[config.mk]
export PLATFORM = sky130hd
export DESIGN_NAME = water_flow_supervisor
export DESIGN_NICKNAME = d
export VERILOG_FILES = /design/src/rtl/water_flow_pkg.sv /design/src/rtl/wfs_stall_timer.sv /design/src/rtl/water_flow_supervisor.sv
export SDC_FILE = /design/constraint.sdc
export NUM_CORES = 1
export LEC_CHECK = 0
export CORE_ASPECT_RATIO = 0.5
export CORE_UTILIZATION = 35
export CTS_BUF_LIST = sky130_fd_sc_hd__clkbuf_2
export DETAILED_ROUTE_END_ITERATION = 8
export DONT_BUFFER_PORTS = 1
export HOLD_SLACK_MARGIN = 0.12
export REMOVE_ABC_BUFFERS = 1
export SETUP_SLACK_MARGIN = 0.5
export SLEW_MARGIN = 20
export SYNTH_ARGS = -nofsm -noshare
export SYNTH_HDL_FRONTEND = slang
export SYNTH_SLANG_ARGS = --single-unit
[constraint.sdc]
create_clock -name clk -period 9.45 [get_ports clk]
set_input_delay 1.4175 -clock clk [delete_from_list [all_inputs] [get_ports clk]]
set_output_delay 1.4175 -clock clk [all_outputs]
set_load 0.005 [all_outputs]
[src/rtl/water_flow_pkg.sv]
// Shared encodings for the water flow supervisor: mode values, FSM states and fault codes.
package water_flow_pkg;

    localparam logic [1:0] ModeIdle  = 2'b00;
    localparam logic [1:0] ModeFill  = 2'b01;
    localparam logic [1:0] ModeDrain = 2'b10;
    localparam logic [1:0] ModeHold  = 2'b11;

    typedef enum logic [1:0] {
        StIdle,
        StArm,
        StMonitor,
        StFault
    } state_e;

    localparam logic [2:0] ErrNone     = 3'b000;
    localparam logic [2:0] ErrNoRise   = 3'b001;
    localparam logic [2:0] ErrNoFall   = 3'b010;
    localparam logic [2:0] ErrOverflow = 3'b011;
    localparam logic [2:0] ErrLeak     = 3'b100;
    localparam logic [2:0] ErrDrift    = 3'b101;

    localparam int unsigned FaultCountW = 8;

endpackage

[src/rtl/wfs_stall_timer.sv]
// Saturating no-progress counter; expired is high once TIME_LIMIT-1 idle cycles have elapsed.
module wfs_stall_timer #(
    parameter int unsigned TIME_LIMIT = 10
) (
    input  logic clk,
    input  logic reset,
    input  logic clear,
    input  logic inc,
    output logic expired
);

    localparam int unsigned CntW = (TIME_LIMIT > 1) ? $clog2(TIME_LIMIT) : 1;
    localparam logic [CntW-1:0] Last = CntW'(TIME_LIMIT - 1);

    logic [CntW-1:0] count_q;

    always_ff @(posedge clk) begin
        if (reset || clear) begin
            count_q <= '0;
        end else if (inc && (count_q != Last)) begin
            count_q <= count_q + CntW'(1);
        end
    end

    assign expired = (count_q == Last);

endmodule

[src/rtl/water_flow_supervisor.sv]
// Tank fill/drain/hold supervisor raising sticky, coded faults on stalls, overflow, leaks and drift.
// Define WFS_FAULT_COUNT_EN to add the saturating fault_count output.
module water_flow_supervisor
    import water_flow_pkg::*;
#(
    parameter int unsigned LEVEL_W    = 10,
    parameter int unsigned THRESHOLD  = 10,
    parameter int unsigned TIME_LIMIT = 10,
    parameter int unsigned LEVEL_HIGH = 950
) (
    input  logic               clk,
    input  logic               reset,
    input  logic               enable,
    input  logic [1:0]         mode,
    input  logic [LEVEL_W-1:0] water_level_sensor,
    input  logic               err_clear,
    output logic               error_flag,
    output logic [2:0]         error_code
`ifdef WFS_FAULT_COUNT_EN
    ,
    output logic [FaultCountW-1:0] fault_count
`endif
);

    // One extra bit so baseline+THRESHOLD never wraps.
    localparam logic [LEVEL_W:0] ThrExt  = (LEVEL_W + 1)'(THRESHOLD);
    localparam logic [LEVEL_W:0] HighExt = (LEVEL_W + 1)'(LEVEL_HIGH);

    state_e             state_q;
    logic [LEVEL_W-1:0] baseline_q;
    logic [1:0]         mode_q;

    logic [LEVEL_W:0] sensor_ext;
    logic [LEVEL_W:0] base_ext;
    logic             rise_ok;
    logic             fall_ok;
    logic             over_high;
    logic             monitoring;
    logic             progress;
    logic             fault_hit;
    logic [2:0]       fault_code;
    logic             expired;

    assign sensor_ext = {1'b0, water_level_sensor};
    assign base_ext   = {1'b0, baseline_q};
    assign rise_ok    = (sensor_ext >= base_ext + ThrExt);
    assign fall_ok    = (sensor_ext + ThrExt <= base_ext);
    assign over_high  = (sensor_ext >= HighExt);

    // A mode change or disable takes MONITOR elsewhere without any fault check.
    assign monitoring = (state_q == StMonitor) && enable && (mode != ModeIdle) && (mode == mode_q);

    always_comb begin
        progress   = 1'b0;
        fault_hit  = 1'b0;
        fault_code = ErrNone;
        if (monitoring) begin
            unique case (mode_q)
                ModeFill: begin
                    if (over_high) begin
                        fault_hit  = 1'b1;
                        fault_code = ErrOverflow;
                    end else if (fall_ok) begin
                        fault_hit  = 1'b1;
                        fault_code = ErrLeak;
                    end else if (rise_ok) begin
                        progress = 1'b1;
                    end else if (expired) begin
                        fault_hit  = 1'b1;
                        fault_code = ErrNoRise;
                    end
                end
                ModeDrain: begin
                    if (fall_ok || (water_level_sensor == '0)) begin
                        progress = 1'b1;
                    end else if (expired) begin
                        fault_hit  = 1'b1;
                        fault_code = ErrNoFall;
                    end
                end
                ModeHold: begin
                    if (rise_ok || fall_ok) begin
                        fault_hit  = 1'b1;
                        fault_code = ErrDrift;
                    end
                end
                default: ;
            endcase
        end
    end

    wfs_stall_timer #(
        .TIME_LIMIT (TIME_LIMIT)
    ) u_stall_timer (
        .clk     (clk),
        .reset   (reset),
        .clear   (!monitoring || progress),
        .inc     (monitoring && !progress),
        .expired (expired)
    );

    always_ff @(posedge clk) begin
        if (reset) begin
            state_q    <= StIdle;
            baseline_q <= '0;
            mode_q     <= ModeIdle;
            error_flag <= 1'b0;
            error_code <= ErrNone;
        end else begin
            unique case (state_q)
                StIdle: begin
                    if (enable && (mode != ModeIdle)) begin
                        state_q <= StArm;
                    end
                end
                StArm: begin
                    if (!enable || (mode == ModeIdle)) begin
                        state_q <= StIdle;
                    end else begin
                        baseline_q <= water_level_sensor;
                        mode_q     <= mode;
                        state_q    <= StMonitor;
                    end
                end
                StMonitor: begin
                    if (!enable || (mode == ModeIdle)) begin
                        state_q <= StIdle;
                    end else if (mode != mode_q) begin
                        state_q <= StArm;
                    end else if (fault_hit) begin
                        state_q    <= StFault;
                        error_flag <= 1'b1;
                        error_code <= fault_code;
                    end else if (progress) begin
                        baseline_q <= water_level_sensor;
                    end
                end
                StFault: begin
                    if (err_clear) begin
                        state_q    <= StIdle;
                        error_flag <= 1'b0;
                        error_code <= ErrNone;
                    end
                end
                default: state_q <= StIdle;
            endcase
        end
    end

`ifdef WFS_FAULT_COUNT_EN
    logic [FaultCountW-1:0] fault_count_q;

    always_ff @(posedge clk) begin
        if (reset) begin
            fault_count_q <= '0;
        end else if (fault_hit && (fault_count_q != '1)) begin
            fault_count_q <= fault_count_q + FaultCountW'(1);
        end
    end

    assign fault_count = fault_count_q;
`endif

endmodule

==> qor.tcl <==
set qor(outcome) {finished, final reports clean}
set qor(synth_area_leaders) {dfxtp_1 (23%), ha_1 (17%), nand2b_1 (7.4%)}
set qor(post-route-drc-count) 0
set qor(endpoint_kind) {register}
set qor(skew_ns) 0.00466
set qor(ir_worst_vdd_v) 0.0000574
set qor(chipHeight_um) 54.9
set qor(placement.setup.worst_slack_ns) 4.73
set qor(grt_max_degree) 30
set qor(clkTransAtPathRegs_ns) 0.20
set qor(worstPathArrival_ns) 4.66
set qor(async_flop_share_pct) 0
set qor(routabilityCongestion) 0.814
set qor(synthesis.yosys.warnings) 0
set qor(h-tree-depth) 1
set qor(synth_top_flop_cell) {dfxtp_1}
set qor(final_max_slew_viol_count) 0
set qor(detailroute.wirelength.met3_um) 135
set qor(detailed_place_hpwl_mm) 3.36
set qor(grt_first_pass_wirelength_mm) 6.82
set qor(largest_fanout_on_the_critical_path) 10
set qor(yosys.area.top_type_share_pct) 22.5
set qor(post-route-worst-setup-slack_ns) 5.05
set qor(layout.cells.most_common_list) {ha_1 (27), nand2b_1 (23), dfxtp_1 (22)}
set qor(numClockSinks) 22
set qor(period_needed_ns) 4.40
set qor(power.density_nw_per_um2) 87.7
set qor(antenna_cells_inserted) 0
set qor(vias_per_cell) 5.30
set qor(holdCritPathClass) {reg -> reg}
set qor(die_w_um) 108
set qor(grt_pass1_vias) 1476
set qor(max_cap_violations) 0
set qor(drt-wirelength-per-cell_um) 14.0
set qor(met1Wirelength_mm) 2.12
set qor(cts_max_path_buffers) 2
set qor(first_pass_iters) 4
set qor(floorplan.initialDensity_pct) 37.9
set qor(syn-instance-count) 230
set qor(cts.hold.buffers_added) 0
set qor(numPortBuffers) 0
set qor(numCtsBuffers) 3
set qor(wl_mm) 4.16
set qor(yosysSeqAreaShare_pct) 22.5
set qor(synthDistinctLibCells) 49
set qor(num_vias) 1573
set qor(timing.setup.critical_path_class) {in -> reg}
set qor(leading_area_contributor_after_synthesis) {dfxtp_1}
set qor(cts_tree) {built}
set qor(io_pins) 20
set qor(grt.total_usage_pct) 15.0
set qor(synth_seq_cells) 22
set qor(cp.required_ns) 9.71
set qor(synth.cell_area_um2) 1960
set qor(finalHoldViolations) 0
set qor(synth_edf_count) 0
set qor(drive_gt1_share_pct) 6.61
set qor(fp-row-count) 18
set qor(final-setup-viol-count) 0
set qor(worst_slew_pin_slew_ns) 0.638
set qor(layout_worst_path_cycle_share_pct) 46.6
set qor(floorplan.die_area_um2) 5910
set qor(leading_cell_type_in_the_layout_fill_and_taps_excluded) {ha_1}
set qor(antenna_found_initial) 0
set qor(worst_setup_path_start_kind) {input pin}
set qor(drt.antenna.violating_nets) 0
set qor(clock_latency_ns) 0.32
set qor(leakagePower_nw) 0.706
set qor(top_signal_layer_used) {met4}
set qor(core_region_area_um2) 5160
set qor(setup_repair_after_global_routing_missed_its_margin) {no}
set qor(post-cts-setup-buffers) 0
set qor(drt_first_iter_violations) 69
set qor(cts.repair.resized) 0
set qor(total_negative_setup_slack_ns) 0
set qor(clock.fmax_ghz) 0.227
set qor(worst_slew_margin_rel_pct) 57.5
set qor(met2WireLength_mm) 1.88
set qor(synthesis.area_per_instance_um2) 8.51
set qor(flow.area_growth_from_synthesis_pct) 3.58
set qor(nNetsFinal) 272
set qor(cts_root_buffer_type) {clkbuf_2}
set qor(grt.overflow.total) 0
[through the flow]
step / hold WS (ns) / total power, W / util [%] / instance area, um2 / instances
2_1_floorplan: 0.448 / 0.000135 / - / 1920 / 224
3_3_place_gp: 0.458 / 0.000142 / 39.0 / 2010 / 294
3_5_place_dp: 0.471 / 0.000143 / 39.0 / 2010 / 294
4_1_cts: 0.499 / 0.000179 / 39.3 / 2030 / 297
5_1_grt: 0.514 / 0.000192 / 39.3 / 2030 / 297
6_report: 0.495 / 0.000178 / 39.3 / 2030 / 297
[layout make-up]
class                           instances  area, um2
Clock buffer                            3       15.0
Inverter                               19       71.3
Fill cell                             505       3130
Tap cell                               70       87.6
Sequential cell                        22        440
Multi-Input combinational cell        183       1410
[flip-flops by register name (all words and copies together), names as in the netlist]
signal and count:
u_stall_timer.count_q 4, error_code 3, state_q 2, error_flag 1, mode_q 2, baseline_q 10
[where the power goes]
group | switching, W | internal [W] | total (W)
logic | 0.0000215 | 0.0000211 | 0.0000427
clock network | 0.0000281 | 0.00000865 | 0.0000367
registers | 0.00000308 | 0.0000953 | 0.0000984
total | 0.0000527 | 0.000125 | 0.000178
[synth_stat cells (2+ instances only)]
| library cell | n |
|---|---|
| or3_1 | 2 |
| nor4_1 | 3 |
| o31ai_1 | 2 |
| nand3b_1 | 2 |
| nand2_1 | 11 |
| nand4_1 | 3 |
| nor2_1 | 15 |
| nor3_1 | 3 |
| ha_1 | 27 |
| buf_2 | 2 |
| xnor2_1 | 13 |
| mux2_2 | 2 |
| mux2i_1 | 12 |
| and2_1 | 4 |
| nor3b_1 | 2 |
| a31oi_1 | 2 |
| xor2_1 | 4 |
| o21a_1 | 3 |
| nand3_1 | 5 |
| dfxtp_1 | 22 |
| o21ai_0 | 7 |
| nand2b_1 | 23 |
| a211oi_1 | 4 |
| a21oi_1 | 10 |
| o221a_2 | 2 |
| clkbuf_1 | 3 |
| inv_1 | 19 |
| o211ai_1 | 2 |
[worst paths after layout]
kind / start / to / slack [ns] / cells after the start
min: baseline_q[5]$_SDFFE_PP0P_ / baseline_q[5]$_SDFFE_PP0P_ / 0.49 / 2
min reg2reg: baseline_q[5]$_SDFFE_PP0P_ / baseline_q[5]$_SDFFE_PP0P_ / 0.49 / 2
max reg2reg: baseline_q[1]$_SDFFE_PP0P_ / baseline_q[2]$_SDFFE_PP0P_ / 5.36 / 12
max: water_level_sensor[1] / baseline_q[2]$_SDFFE_PP0P_ / 5.05 / 13
[logic make-up after synthesis]
kind of cell	share of synthesized area, %
mux	7.29
xor+xnor	7.61
buf+inv	5.31
fa+ha+maj	17.3
compound gates	17.3
flops	22.5
simple gates	22.7
[routing by layer]
layer / track usage (%) / up-vias
met2: 27.7 / 15
met4: 3.20 / 0
met5: 0 / -
met3: 2.98 / 2
li1: - / 812
met1: 18.5 / 744
[critical path: stages]
cell	delay [ns]
a21oi_1	0.11
nor3b_1	0.28
nand2_1	0.10
xnor2_1	0.13
ha_1	0.33
nand4_2	0.14
or3_1	0.39
o221a_2	0.15
or2_4	0.25
a41o_4	0.27
a211oi_4	0.22
o22a_1	0.59
mux2i_1	0.29
No activity file was read; power rests on OpenSTA's default activity.
